### config.mk
export PLATFORM = sky130hd
export DESIGN_NAME = neuron_mac_unit
export DESIGN_NICKNAME = d
export VERILOG_FILES = /design/src/rtl/neuron_mac_unit.sv
export SDC_FILE = /design/constraint.sdc
export NUM_CORES = 1
export LEC_CHECK = 0
export BUFFER_PORTS_ARGS = -buffer_cell sky130_fd_sc_hd__buf_4
export CAP_MARGIN = 30
export CELL_PAD_IN_SITES_DETAIL_PLACEMENT = 2
export CELL_PAD_IN_SITES_GLOBAL_PLACEMENT = 2
export CORE_ASPECT_RATIO = 1.2
export CORE_MARGIN = 2
export CORE_UTILIZATION = 43
export DETAILED_ROUTE_END_ITERATION = 6
export PLACE_DENSITY = 0.93
export SLEW_MARGIN = 20
export SYNTH_ARGS = -nofsm -noshare
export SYNTH_HDL_FRONTEND = slang
export SYNTH_SLANG_ARGS = --single-unit
### constraint.sdc
create_clock -name clk -period 9.6 [get_ports clk]
set_input_delay 0.96 -clock clk [delete_from_list [all_inputs] [get_ports clk]]
set_output_delay 0.96 -clock clk [all_outputs]
set_load 0.02 [all_outputs]
### src/rtl/neuron_mac_unit.sv
// ---------------------------------------------------------------------------
// neuron_mac_unit
//
// Purpose:
//   Single-neuron datapath stage that sits behind the accelerator sequencer.
//   A load_mat strobe captures one input vector, one weight vector and a
//   bias. A computation strobe then runs a serial multiply-accumulate over
//   the N element pairs, one pair per clock. The bias is added, the sum is
//   passed through ReLU with unsigned saturation, and the result is
//   presented as a registered output with a one-cycle valid strobe.
//
// Parameters:
//   N   - vector length (elements per neuron), >= 1
//   DW  - signed width of each input, weight and the bias
//   AW  - signed accumulator width, at least 2*DW + clog2(N) + 1 so the
//         accumulator can never overflow
//   OW  - unsigned output width
//
// Ports:
//   clk          rising-edge clock
//   reset        synchronous active-high reset
//   load_mat     one-cycle strobe: capture x_in, w_in, bias_in (IDLE only)
//   computation  one-cycle strobe: start the MAC sequence (IDLE only)
//   x_in         packed signed inputs, element i at [i*DW +: DW]
//   w_in         packed signed weights, same packing as x_in
//   bias_in      signed bias
//   y_out        unsigned ReLU/saturated result, held until the next result
//   y_valid      one-cycle strobe: y_out was updated at the last edge
//   mac_busy     high while a MAC sequence is in progress
// ---------------------------------------------------------------------------
module neuron_mac_unit #(
  parameter int N  = 4,
  parameter int DW = 8,
  parameter int AW = 20,
  parameter int OW = 8
) (
  input  logic            clk,
  input  logic            reset,
  input  logic            load_mat,
  input  logic            computation,
  input  logic [N*DW-1:0] x_in,
  input  logic [N*DW-1:0] w_in,
  input  logic [DW-1:0]   bias_in,
  output logic [OW-1:0]   y_out,
  output logic            y_valid,
  output logic            mac_busy
);

  // Element index width; a single-element neuron still needs one bit.
  localparam int IW = (N > 1) ? $clog2(N) : 1;

  // Largest value representable on the unsigned output, widened to the
  // accumulator so the saturation compare is done at full precision.
  localparam logic [AW-1:0] SAT_MAX = {{(AW-OW){1'b0}}, {OW{1'b1}}};

  // Index value of the final element; the MAC phase ends after it.
  localparam logic [IW-1:0] LAST_IDX = IW'(N - 1);

  typedef enum logic [1:0] {
    IDLE,
    MAC,
    BIAS,
    OUT
  } state_t;

  state_t state;

  logic signed [DW-1:0]   x_reg [N];
  logic signed [DW-1:0]   w_reg [N];
  logic signed [DW-1:0]   bias_reg;
  logic signed [AW-1:0]   acc;
  logic        [IW-1:0]   idx;

  logic signed [2*DW-1:0] product;
  logic signed [AW-1:0]   product_ext;
  logic signed [AW-1:0]   bias_ext;
  logic        [OW-1:0]   relu_sat;

  // Product of the currently selected element pair, then sign-extended
  // to the accumulator width. The operand registers are signed, so the
  // multiply is a true two's-complement multiply.
  always_comb begin
    product     = x_reg[idx] * w_reg[idx];
    product_ext = {{(AW-2*DW){product[2*DW-1]}}, product};
    bias_ext    = {{(AW-DW){bias_reg[DW-1]}}, bias_reg};
  end

  // ReLU followed by unsigned saturation. A set sign bit means the sum is
  // negative and clamps to zero; otherwise the magnitude is compared with
  // the output ceiling. The accumulator is known non-negative in that
  // branch, so an unsigned compare is exact.
  always_comb begin
    relu_sat = '0;
    if (acc[AW-1]) begin
      relu_sat = '0;
    end else if ($unsigned(acc) > SAT_MAX) begin
      relu_sat = '1;
    end else begin
      relu_sat = acc[OW-1:0];
    end
  end

  // Sequencer and datapath registers.
  // IDLE accepts operand loads and start requests; both may arrive on the
  // same edge, and the MAC then runs on the operands captured at that edge
  // because the first multiply happens one cycle later. MAC walks the
  // element pairs, BIAS folds in the bias, and OUT registers the
  // ReLU/saturated result. Strobes arriving while busy are dropped, which
  // keeps the operand registers stable for the whole sequence.
  always_ff @(posedge clk) begin
    if (reset) begin
      state    <= IDLE;
      idx      <= '0;
      acc      <= '0;
      bias_reg <= '0;
      for (int i = 0; i < N; i++) begin
        x_reg[i] <= '0;
        w_reg[i] <= '0;
      end
      y_out    <= '0;
      y_valid  <= 1'b0;
      mac_busy <= 1'b0;
    end else begin
      y_valid <= 1'b0;

      unique case (state)
        IDLE: begin
          if (load_mat) begin
            for (int i = 0; i < N; i++) begin
              x_reg[i] <= x_in[i*DW +: DW];
              w_reg[i] <= w_in[i*DW +: DW];
            end
            bias_reg <= bias_in;
          end
          if (computation) begin
            acc      <= '0;
            idx      <= '0;
            mac_busy <= 1'b1;
            state    <= MAC;
          end
        end

        MAC: begin
          acc <= acc + product_ext;
          if (idx == LAST_IDX) begin
            idx   <= '0;
            state <= BIAS;
          end else begin
            idx <= idx + 1'b1;
          end
        end

        BIAS: begin
          acc   <= acc + bias_ext;
          state <= OUT;
        end

        OUT: begin
          y_out    <= relu_sat;
          y_valid  <= 1'b1;
          mac_busy <= 1'b0;
          state    <= IDLE;
        end

        default: begin
          state    <= IDLE;
          mac_busy <= 1'b0;
        end
      endcase
    end
  end

endmodule

Yosys cells after proc, flatten, opt, wreduce, memory -nomap -nowiden
Memory sizes are Yosys's and may differ from the RTL's. A register that Yosys moved wholly into a read port is not among the register bits.
Cells that the tools add are included.
Operators by class
  $add $sub $neg: 3
  $mul: 1
  magnitude comparators: 1
  equal/unequal tests: 6
  muxes and demuxes: 31
  bitwise logic cells: 8
  reduce and logical (&&, ||, !) cells: 9
Operators with widths (number)
  8-bit two-way mux: 10
  20-bit case mux with 3 select lines: 1
  20-bit by 16-bit adder with 20-bit output: 1
  20-bit by 8-bit adder with 20-bit output: 1
  20-bit by 8-bit > comparator with 1-bit output (second input constant): 1
  20-bit two-way mux: 1
  8-bit by 8-bit multiplier with 16-bit output: 1
  2-bit two-way mux: 8
  2-bit AND reduction: 5
  1-bit two-way mux: 8
  1-bit OR: 8
  2-bit case mux with 4 select lines: 1
  2-bit equality test (second input constant): 3
  2-bit != test (second input constant): 2
  2-bit case mux with 2 select lines: 1
  2-bit nonzero test: 2
  3-bit nonzero test: 1
  2-bit by 1-bit adder with 2-bit output (second input constant): 1
  2-bit by 1-bit equality test with 1-bit output (second input constant): 1
  2-bit logical NOT: 1
  1-bit case mux with 2 select lines: 1
Storage, ports and cells
  bits in registers: 42
  memory bits (writable): 64
  bits of input ports: 76
  output and inout port bits: 10
  logic and storage cells: 68
  memories kept: 2
Memories
  w_reg: words 4, bits a word 8, read ports 1, clocked after Yosys merged registers in 1, wr ports 4, RTL line 69  | logic signed [DW-1:0] w_reg [N];
  x_reg: words 4, bits a word 8, read ports 1, clocked after Yosys merged registers in 1, wr ports 4, RTL line 68  | logic signed [DW-1:0] x_reg [N];

Longest topological paths before layout
  depth in word-level cells: 5
  mapped depth: 23
  gate-level depth less buffers: 21

Worst setup path after synthesis
OpenSTA, ideal clock, no wires.
  kind: register to register
  start: reg with a tool-made name
  end: reg acc[19]
  library setup time: 0.063 ns
  arrival: 6.107 ns
  required time: 9.537 ns
  setup slack: 3.431 ns
  stages on the path, launching flop included: 20
  path buffers: 2
  clock period less this slack: 6.169 ns
  path through: dfxtp_1 clkbuf_1 buf_2 mux4_2 nand2_1 fa_1 fa_1 inv_1 fa_1 fa_1 fa_1 ha_1 o21ai_1 o21ai_2 a2111oi_2 nor3_2 a21oi_4 o211ai_2 or4b_1 nand3_1
RTL lines
  to (signal assigned): RTL line 144  | acc <= acc + product_ext;
  to (signal assigned): RTL line 154  | acc <= acc + bias_ext;
  to (decl): RTL line 71  | logic signed [AW-1:0] acc;

==> flow_metrics.tcl <==
set metrics [dict create \
    slew_viol_final 0 \
    rsz0062_at_grt "no" \
    drc 0 \
    antennaDiodeCount 0 \
    grt_max_degree 73 \
    tightest_slew_ns 0.974 \
    final_cell_mix "inv_1 (107), and2_1 (98), fa_1 (89)" \
    cts-resized-gates 0 \
    grt_pass1_wl_um 52900 \
    crit_type "flip-flop to flip-flop" \
    cts_tree "done" \
    final_common_cell "inv_1" \
    synth_area_per_cell_um2 10.5 \
    start_util 0.435 \
    antenna_found_initial 0 \
    io_pins 86 \
    fin_nets 1168 \
    synth_cells 860 \
    setup_violations 0 \
    utilization 0.495 \
    reg2reg_slack_ns 2.37 \
    finalCritPeriodShare 0.753 \
    synthSimpleGateAreaFrac 0.146 \
    hold_buffers 0 \
    clock_skew_ns 0.00950 \
    fillCellCount 2149 \
    synth_xor_area_frac 0.0301 \
    end_kind "flip-flop" \
    hold_viol_final 0 \
    cts.sinks 108 \
    rows 58 \
    yosys_warnings 0 \
    cp.arrival_ns 7.54 \
    fmax_mhz 138 \
    fp.dieW_um 136 \
    setup_tns_ns 0 \
    first_iter_violations 475 \
    grt_remaining_overflow 0 \
    cts.clk_slew.worst_paths_ns 0.08 \
    worstPathMaxFanout 17 \
    async_flop_share 0 \
    layout-drive-gt1-share 0.142 \
    cts.htree.levels 3 \
    grt_pass1_vias 8490 \
    synth_seq_cells 108 \
    portBuffers 85 \
    synth_fa_ha_area_frac 0.294 \
    synth-edff-count 64 \
    worst_slew_margin_rel 0.337 \
    ant_nets 0 \
    synth_compound_area_frac 0.111 \
    finalWirelength_um 35100 \
    syn_nets 1095 \
    syn_area_um2 9030 \
    synth_seq_area_share 0.310 \
    gp_congestion 0.826 \
    clockBufferDepth 2 \
    drv_cap 0 \
    synth.mux.area_fraction 0.0520 \
    status "complete, no violations" \
    dieArea_um2 22200 \
    cts_buffers 9 \
    cts-root-buf "clkbuf_16" \
    dr.pass1.iters 6 \
    num_vias 7259 \
    coreArea_um2 20800 \
    worst_ep_required_time_ns 9.91 \
    synth_top_family_by_area "adder cells" \
    ys_dominant_reg_cell "edfxtp_1" \
    avgRoutedWirePerCell_um 29.1 \
    grt_usage 0.329 \
    synthDistinctLibCells 55 \
    start_kind "flip-flop" \
    die_h_um 163 \
    via_per_inst 6.01 \
    insertion_delay_ns 0.37 \
    cts_setup_buffers 0 \
    dpl.hpwl_um 24700 \
    hp-class "flip-flop to flip-flop" \
    syn2layout_area_growth_pct 13.8 \
    fin_crit_ns 7.23 \
]
critical path, stage by stage, from the launching register on:
cell,delay [ns]
dfxtp_1,0.93
mux2_2,0.42
o21ai_1,0.69
or2_2,0.26
fa_1,0.43
fa_1,0.56
inv_1,0.08
fa_1,0.53
fa_1,0.54
fa_1,0.50
ha_1,0.36
o21ai_1,0.17
o21ai_2,0.25
a2111oi_2,0.12
nor3_2,0.41
a211o_1,0.21
o211ai_2,0.10
or4b_1,0.49
nand3_1,0.09
stage by stage:
stage          instance area [um2]  setup slack (ns)  cells  hold WS [ns]
3_5_place_dp                  9940              2.47   1190         0.481
2_1_floorplan                 9030              3.43    860         0.456
5_1_grt                      10300              2.11   1208         0.537
6_report                     10300              2.37   1208         0.513
4_1_cts                      10200              2.23   1206         0.514
3_3_place_gp                  9930              2.64   1189         0.472
area by class of cell:
cell class / instances / area [um2] / area share
sequential: 108 / 2800 / 0.273
clock inverter: 6 / 71.3 / 0.00694
multi-input combinational: 616 / 5730 / 0.558
tap: 270 / 338 / 0.0329
clock buffer: 10 / 229 / 0.0223
inverter: 108 / 405 / 0.0394
timing repair buffer: 90 / 698 / 0.0679
synthesized netlist by cell type, types with 6 or more instances:
library cell / number / area, um2
inv_1: 108 / 405
and2_1: 98 / 613
fa_1: 89 / 1780
ha_1: 70 / 876
edfxtp_1: 64 / 1920
a21oi_1: 52 / 260
nor2_1: 51 / 191
nand2_1: 47 / 176
dfxtp_1: 44 / 881
clkbuf_1: 24 / 90.1
xnor2_1: 19 / 166
mux4_2: 15 / 338
mux2i_1: 12 / 120
nor3_1: 12 / 60.1
xor2_1: 12 / 105
o21ai_0: 11 / 55.1
a22o_1: 10 / 87.6
nand3_1: 10 / 50.1
a22oi_1: 9 / 67.6
o21ai_1: 9 / 45.0
a21o_1: 8 / 60.1
and3_1: 8 / 50.1
nor2b_1: 6 / 37.5
o21bai_1: 6 / 45.0
routing by layer:
metal	wire length, um	GRT usage
met4	2640	0.215
met1	12300	0.352
met2	18800	0.598
met3	1400	0.0482
met5	0	0
logic make-up (layout without fill, tap and decap cells):
family                     count (synthesis)  after routing
buffers and inverters                    136            214
and+or+nand+nor                          251            251
muxes                                     28             28
adders and majority gates                159            159
AOI/OAI and AO/OA                        147            147
DFF                                      108            108
xor gates and xnor gates                  31             31
path summary, 6_finish.rpt:
path | startpoint | endpoint | depth (start not counted)
worst max-delay path | flip-flop | acc[19] | 18
worst min-delay path | bias_reg[2] | bias_reg[2] | 1
worst max register to register | flip-flop | acc[19] | 18
worst min register to register | bias_reg[2] | bias_reg[2] | 1
Power is not shown: default switching activity piles up to over one toggle a cycle in this logic, so the estimate is an artifact.
